$ cat config.mk
export PLATFORM = sky130hd
export DESIGN_NAME = datapath
export DESIGN_NICKNAME = d
export VERILOG_FILES = /design/src/rtl/datapath.sv
export SDC_FILE = /design/constraint.sdc
export NUM_CORES = 1
export LEC_CHECK = 0
export ABC_CLOCK_PERIOD_IN_PS = 6200
export CAP_MARGIN = 40
export CORE_ASPECT_RATIO = 1.2
export CORE_UTILIZATION = 40
export CTS_CLUSTER_DIAMETER = 60
export CTS_CLUSTER_SIZE = 40
export DETAILED_ROUTE_END_ITERATION = 12
export PLACE_DENSITY = 0.69
export SLEW_MARGIN = 25
export SYNTH_ARGS = -nofsm -noshare
export SYNTH_HDL_FRONTEND = slang
export SYNTH_SLANG_ARGS = --single-unit
export TNS_END_PERCENT = 20
$ cat constraint.sdc
create_clock -name clk -period 6.2 [get_ports clk]
set_input_delay 0.93 -clock clk [delete_from_list [all_inputs] [get_ports clk]]
set_output_delay 0.93 -clock clk [all_outputs]
set_load 0.05 [all_outputs]
$ cat src/rtl/datapath.sv
// rtl/datapath.sv - 16-bit single-bus CPU datapath with PC/IR/MAR/MDR/X/Y/T, flags and 8x16 register bank
// All state updates on the rising edge; bus and ALU are combinational.

module reg_bank (
  input  logic        clk,
  input  logic        rst,
  input  logic [2:0]  PA,
  input  logic        rdr,
  input  logic        wrr,
  input  logic [2:0]  waddr,
  input  logic [15:0] wPA,
  output logic [15:0] out
);

  logic [15:0] regs_q [8];

  // Reads see the pre-edge contents, so a same-cycle write is not forwarded.
  assign out = rdr ? regs_q[PA] : 16'h0000;

  always_ff @(posedge clk) begin
    if (rst) begin
      for (int i = 0; i < 8; i++) regs_q[i] <= 16'h0000;
    end else if (wrr) begin
      regs_q[waddr] <= wPA;
    end
  end

endmodule

module datapath (
  input  logic        clk,
  input  logic        rst,
  input  logic        lmar,
  input  logic        lt,
  input  logic        lpc,
  input  logic        lir,
  input  logic        lmdr,
  input  logic        ldx,
  input  logic        ldy,
  output logic [15:0] abus,
  input  logic        tt,
  input  logic        tpc,
  input  logic        tp,
  input  logic        t2,
  input  logic        tmdr2x,
  input  logic        tmdrext,
  input  logic        rmdri,
  input  logic        rmarx,
  input  logic [2:0]  pa,
  input  logic        rdr,
  input  logic [2:0]  wpa,
  input  logic        wrr,
  input  logic [2:0]  fnsel,
  output logic        vin,
  output logic        cin,
  output logic        zin,
  output logic        sin,
  input  logic [15:0] datain,
  output logic [15:0] dataout
);

  logic [15:0] pc_q, ir_q, mar_q, mdr_q, x_q, y_q, t_q;
  logic [15:0] pc_d, ir_d, mar_d, mdr_d, x_d, y_d, t_d;
  logic        v_q, c_q, z_q, s_q;
  logic        v_d, c_d, z_d, s_d;

  logic [15:0] bus;
  logic [15:0] bank_out;
  logic [15:0] alu_z;
  logic        alu_v, alu_c;
  logic [16:0] sum17, diff17;
  logic [7:0]  unused_ir_hi;

  assign unused_ir_hi = ir_q[15:8];

  reg_bank u_bank (
    .clk   (clk),
    .rst   (rst),
    .PA    (pa),
    .rdr   (rdr),
    .wrr   (wrr),
    .waddr (wpa),
    .wPA   (bus),
    .out   (bank_out)
  );

  always_comb begin
    if (tt)           bus = t_q;
    else if (tpc)     bus = pc_q;
    else if (tp)      bus = bank_out;
    else if (t2)      bus = 16'h0002;
    else if (tmdrext) bus = {{8{ir_q[7]}}, ir_q[7:0]};
    else              bus = 16'h0000;
  end

  assign sum17  = {1'b0, x_q} + {1'b0, y_q};
  assign diff17 = {1'b0, x_q} - {1'b0, y_q};

  // diff17[16] is set exactly when X < Y unsigned, i.e. the borrow.
  always_comb begin
    alu_z = 16'h0000;
    alu_v = 1'b0;
    alu_c = 1'b0;
    case (fnsel)
      3'b000: begin
        alu_z = sum17[15:0];
        alu_c = sum17[16];
        alu_v = (x_q[15] == y_q[15]) && (sum17[15] != x_q[15]);
      end
      3'b001: begin
        alu_z = diff17[15:0];
        alu_c = diff17[16];
        alu_v = (x_q[15] != y_q[15]) && (diff17[15] != x_q[15]);
      end
      3'b010: alu_z = x_q & y_q;
      3'b011: alu_z = x_q | y_q;
      3'b100: alu_z = x_q ^ y_q;
      3'b101: alu_z = ~x_q;
      3'b110: begin
        alu_z = {x_q[14:0], 1'b0};
        alu_c = x_q[15];
      end
      default: alu_z = x_q;
    endcase
  end

  always_comb begin
    pc_d  = lpc  ? bus : pc_q;
    ir_d  = lir  ? mdr_q : ir_q;
    mar_d = lmar ? (rmarx ? x_q : bus) : mar_q;
    mdr_d = lmdr ? (rmdri ? datain : bus) : mdr_q;
    x_d   = ldx  ? (tmdr2x ? mdr_q : bus) : x_q;
    y_d   = ldy  ? bus : y_q;
    t_d   = lt   ? alu_z : t_q;
    v_d   = lt   ? alu_v : v_q;
    c_d   = lt   ? alu_c : c_q;
    z_d   = lt   ? (alu_z == 16'h0000) : z_q;
    s_d   = lt   ? alu_z[15] : s_q;
  end

  always_ff @(posedge clk) begin
    if (rst) begin
      pc_q  <= 16'h0000;
      ir_q  <= 16'h0000;
      mar_q <= 16'h0000;
      mdr_q <= 16'h0000;
      x_q   <= 16'h0000;
      y_q   <= 16'h0000;
      t_q   <= 16'h0000;
      v_q   <= 1'b0;
      c_q   <= 1'b0;
      z_q   <= 1'b0;
      s_q   <= 1'b0;
    end else begin
      pc_q  <= pc_d;
      ir_q  <= ir_d;
      mar_q <= mar_d;
      mdr_q <= mdr_d;
      x_q   <= x_d;
      y_q   <= y_d;
      t_q   <= t_d;
      v_q   <= v_d;
      c_q   <= c_d;
      z_q   <= z_d;
      s_q   <= s_d;
    end
  end

  assign abus    = mar_q;
  assign dataout = mdr_q;
  assign vin     = v_q;
  assign cin     = c_q;
  assign zin     = z_q;
  assign sin     = s_q;

endmodule

==> key figures <==
Status
  – Status: finished clean

STA
  – Setup violators final: 0
  – Clock Skews: 0.0301 ns
  – RSZ-0062 raised after global routing: no
  – Final Hold Fails: 0
  – Max Freq: 251 MHz
  – Worst slew pin tran: 0.794 ns
  – Setup TNS: 0 ns
  – Hold Slack: 0.479 ns
  – Tcrit/Tclk final: 64.3%
  – Slew Viols, Final: 0
  – Min cycle time layout: 3.99 ns
  – Slew HR: 46.9%

Critical path
  – CP Capture Type: flop
  – Kind of critical path: primary input to flop
  – Max incr delay on CP: 0.93 ns
  – Worst path top cell family by delay: buffers and inverters
  – Crit path from: fnsel[1]
  – CP max stage cell: clkdlybuf4s50_1
  – CP Cell Sequence: clkdlybuf4s50_1 > buf_4 > nand3_1 > nand2b_1 > a2111oi_1 > nand4_1 > a2111oi_2 > nand4b_1 > o21ai_1
  – Crit-path max FO: 25
  – Worst reg2reg path startpoint: x_q[4]
  – Worst path buffer plus inverter count: 2
  – Worst Path Required: 6.63 ns
  – Critical path arrival: 4.42 ns
  – CP Launch Type: primary input

Placed design
  – IO Port Bufs: 79
  – HPWL after DPL: 27.7 mm
  – Gp weighted congestion: 0.935
  – DP Area: 14400 µm²

Clocking
  – Max Root-Sink Buffers: 3
  – Post-CTS setup buffers: 0
  – Clock Pin Slew Worst Setup and Hold Paths: 0.07 ns
  – H-tree levels: 1
  – Clk root buf: clkbuf_16
  – CTS tree: yes
  – CTS Hold Bufs: 0
  – Clock sink total: 235
  – Post-CTS Resized: 0
  – Skew-Pair Late Insertion Delay: 0.52 ns
  – Cts bufs inserted: 20

GRT
  – Grt total ovfl: 0
  – Number of global-route vias before repair: 10168
  – Pin count of the biggest net entering global routing: 87
  – Initial antenna violation count: 1
  – First-pass GRT wire length: 59.0 mm
  – Gr usage total: 22.6%

Yosys
  – Post-synth ARST share: 0%
  – Post-synth EDFFs: 128
  – Post-synthesis sequential area ratio: 45.7%
  – Synth area leader: edfxtp_1
  – Post-synthesis compound-gate area fraction: 15.2%
  – Ys Warns: 0
  – Synth Area in Adders: 5.09%
  – Largest family of logic cells by synthesized area: simple AND/OR/NAND/NOR gates
  – Number of synthesized register bits: 235
  – Synth area leaders: edfxtp_1 (29%), dfxtp_1 (16%), nor2_1 (8.0%)
  – Post-synthesis xor/xnor area fraction: 0.401%
  – Synth Instances: 1368
  – Post-synthesis mux area share: 13.0%
  – Avg Inst Size Synth: 9.57 µm²
  – Simple-Gate Fraction of Synth Area: 15.6%
  – Most used flip-flop cell after synthesis: edfxtp_1
  – Post-Syn Nets: 1464
  – Synth cell types: 74
  – Post-synth top area share: 29.4%
  – Post-synth design cell area: 13100 µm²

Min path
  – Hold_sp: t_q[13]
  – Worst Hold Class: flop to flop

Power and ir drop
  – Power Dens Cells: 248 nW/µm²
  – Sw Share: 29.5%
  – PnR Total Power: 3.75 mW
  – Logic pwr share: 18.5%
  – Net Sw Power: 1.11 mW
  – Static Leak: 5.67 nW
  – Internal power: 2.64 mW
  – Reg power frac: 47.0%
  – Max VDD drop: 0.214 mV
  – Power share of the clock group: 34.5%

Final layout
  – Most common cell after layout, fill and taps aside: nor2_1
  – Most frequent cells in the layout: nor2_1 (280), edfxtp_1 (128), o21ai_0 (111)
  – Share of post-route cells with drive strength above 1: 9.33%
  – Area grow syn2layout: 15.4%
  – Nets: 1508
  – Fin util: 46.8%
  – Final Cell Area: 15100 µm²

Floorplanning
  – Initial Utilization: 40.6%
  – Die ar.: 33500 µm²
  – Die Width: 167 µm
  – I/O pin total: 80
  – DIE HEIGHT: 200 µm
  – Num rows: 72
  – Core footprint: 32300 µm²

Detailed routing
  – Final Routed Wirelength: 38.1 mm
  – Final ANT Viol Nets: 0
  – Wirelength per Cell: 20.8 µm
  – Initial DRC Count: 960
  – Vias/cell: 5.74
  – Total number of vias: 10523
  – DRC: 0
  – Drt first pass iters: 5

Job
  – Maxcap violations: 0
==> flip-flops by register name, indices dropped and copies added (netlist names) <==
| signal | cells |
|---|---|
| u_bank.regs_q | 128 |
| abus | 16 |
| dataout | 16 |
| pc_q | 16 |
| t_q | 16 |
| x_q | 16 |
| y_q | 16 |
| ir_q | 8 |
| cin | 1 |
| vin | 1 |
| zin | 1 |
==> path summary, 6_finish.rpt <==
check	cells past startpoint	end	slack, ns
max	9	zin	2.21
min	2	t_q[13]	0.48
max reg2reg	11	zin	2.23
min reg2reg	2	t_q[13]	0.48
==> stage by stage <==
step,std cells,worst slack [ns]
floorplan,1368,3.09
finish,1834,2.21
detailed placement,1792,1.73
global placement,1776,1.75
CTS,1828,2.22
global route,1833,1.91
==> final cells by class <==
class / count / area (µm²)
antenna: 1 / 2.50
timing repair buffer: 127 / 1300
fill: 3058 / 17100
multi-input combinational: 975 / 6440
sequential: 235 / 5990
clock buffer: 20 / 500
tap: 407 / 509
clock inverter: 16 / 163
inverter: 53 / 199
==> worst register-to-register path: stages (launching register included) <==
cell and delay, ns:
dfxtp_1 0.49, inv_1 0.13, ha_1 0.53, a21o_1 0.27, a221oi_1 0.57, a21oi_1 0.33
mux2i_1 0.19, o41ai_1 0.53, nand4_1 0.20, a2111oi_2 0.37, nand4b_1 0.13, o21ai_1 0.14
==> kinds of logic after synthesis <==
kind of cell	count (synthesis)
flip-flops	235
adder cells (fa/ha/maj)	52
buffers and inverters	158
multiplexers	129
AO/OA/AOI/OAI	312
AND/OR/NAND/NOR	476
XOR/XNOR	6
==> routing by layer <==
metal	GRT usage (%)	vias to the layer above	wire [µm]	part of all wire [%]
met5	0	-	0	0
met2	39.0	364	19000	50
met3	2.69	61	2240	5.9
met4	6.95	0	1060	2.8
met1	29.5	5110	15800	41
li1	-	4988	-	-
==> power by group through the flow <==
stage,Sequential (mW),Clock [mW],Combinational [mW]
3_5_place_dp,1.80,0,0.679
3_3_place_gp,1.80,0,0.659
2_1_floorplan,1.82,0,0.420
6_report,1.76,1.29,0.692
5_1_grt,1.77,1.36,0.749
4_1_cts,1.76,1.30,0.682
==> Yosys cell counts, types with 6 or more instances <==
library cell	instances
a21o_1	12
nor3b_1	6
a21oi_1	58
edfxtp_1	128
a31oi_1	8
nor2b_1	15
nand4_1	7
nor2_1	280
ha_1	50
nand2b_1	19
a221oi_1	6
mux4_2	32
nor3_1	11
buf_1	12
nor4_1	6
o21ai_0	111
mux2i_1	93
inv_1	50
a211oi_1	47
nand3_1	10
o211ai_1	12
clkbuf_1	74
buf_2	13
nand2_1	99
dfxtp_1	107
(Power assumes the default switching activity.)
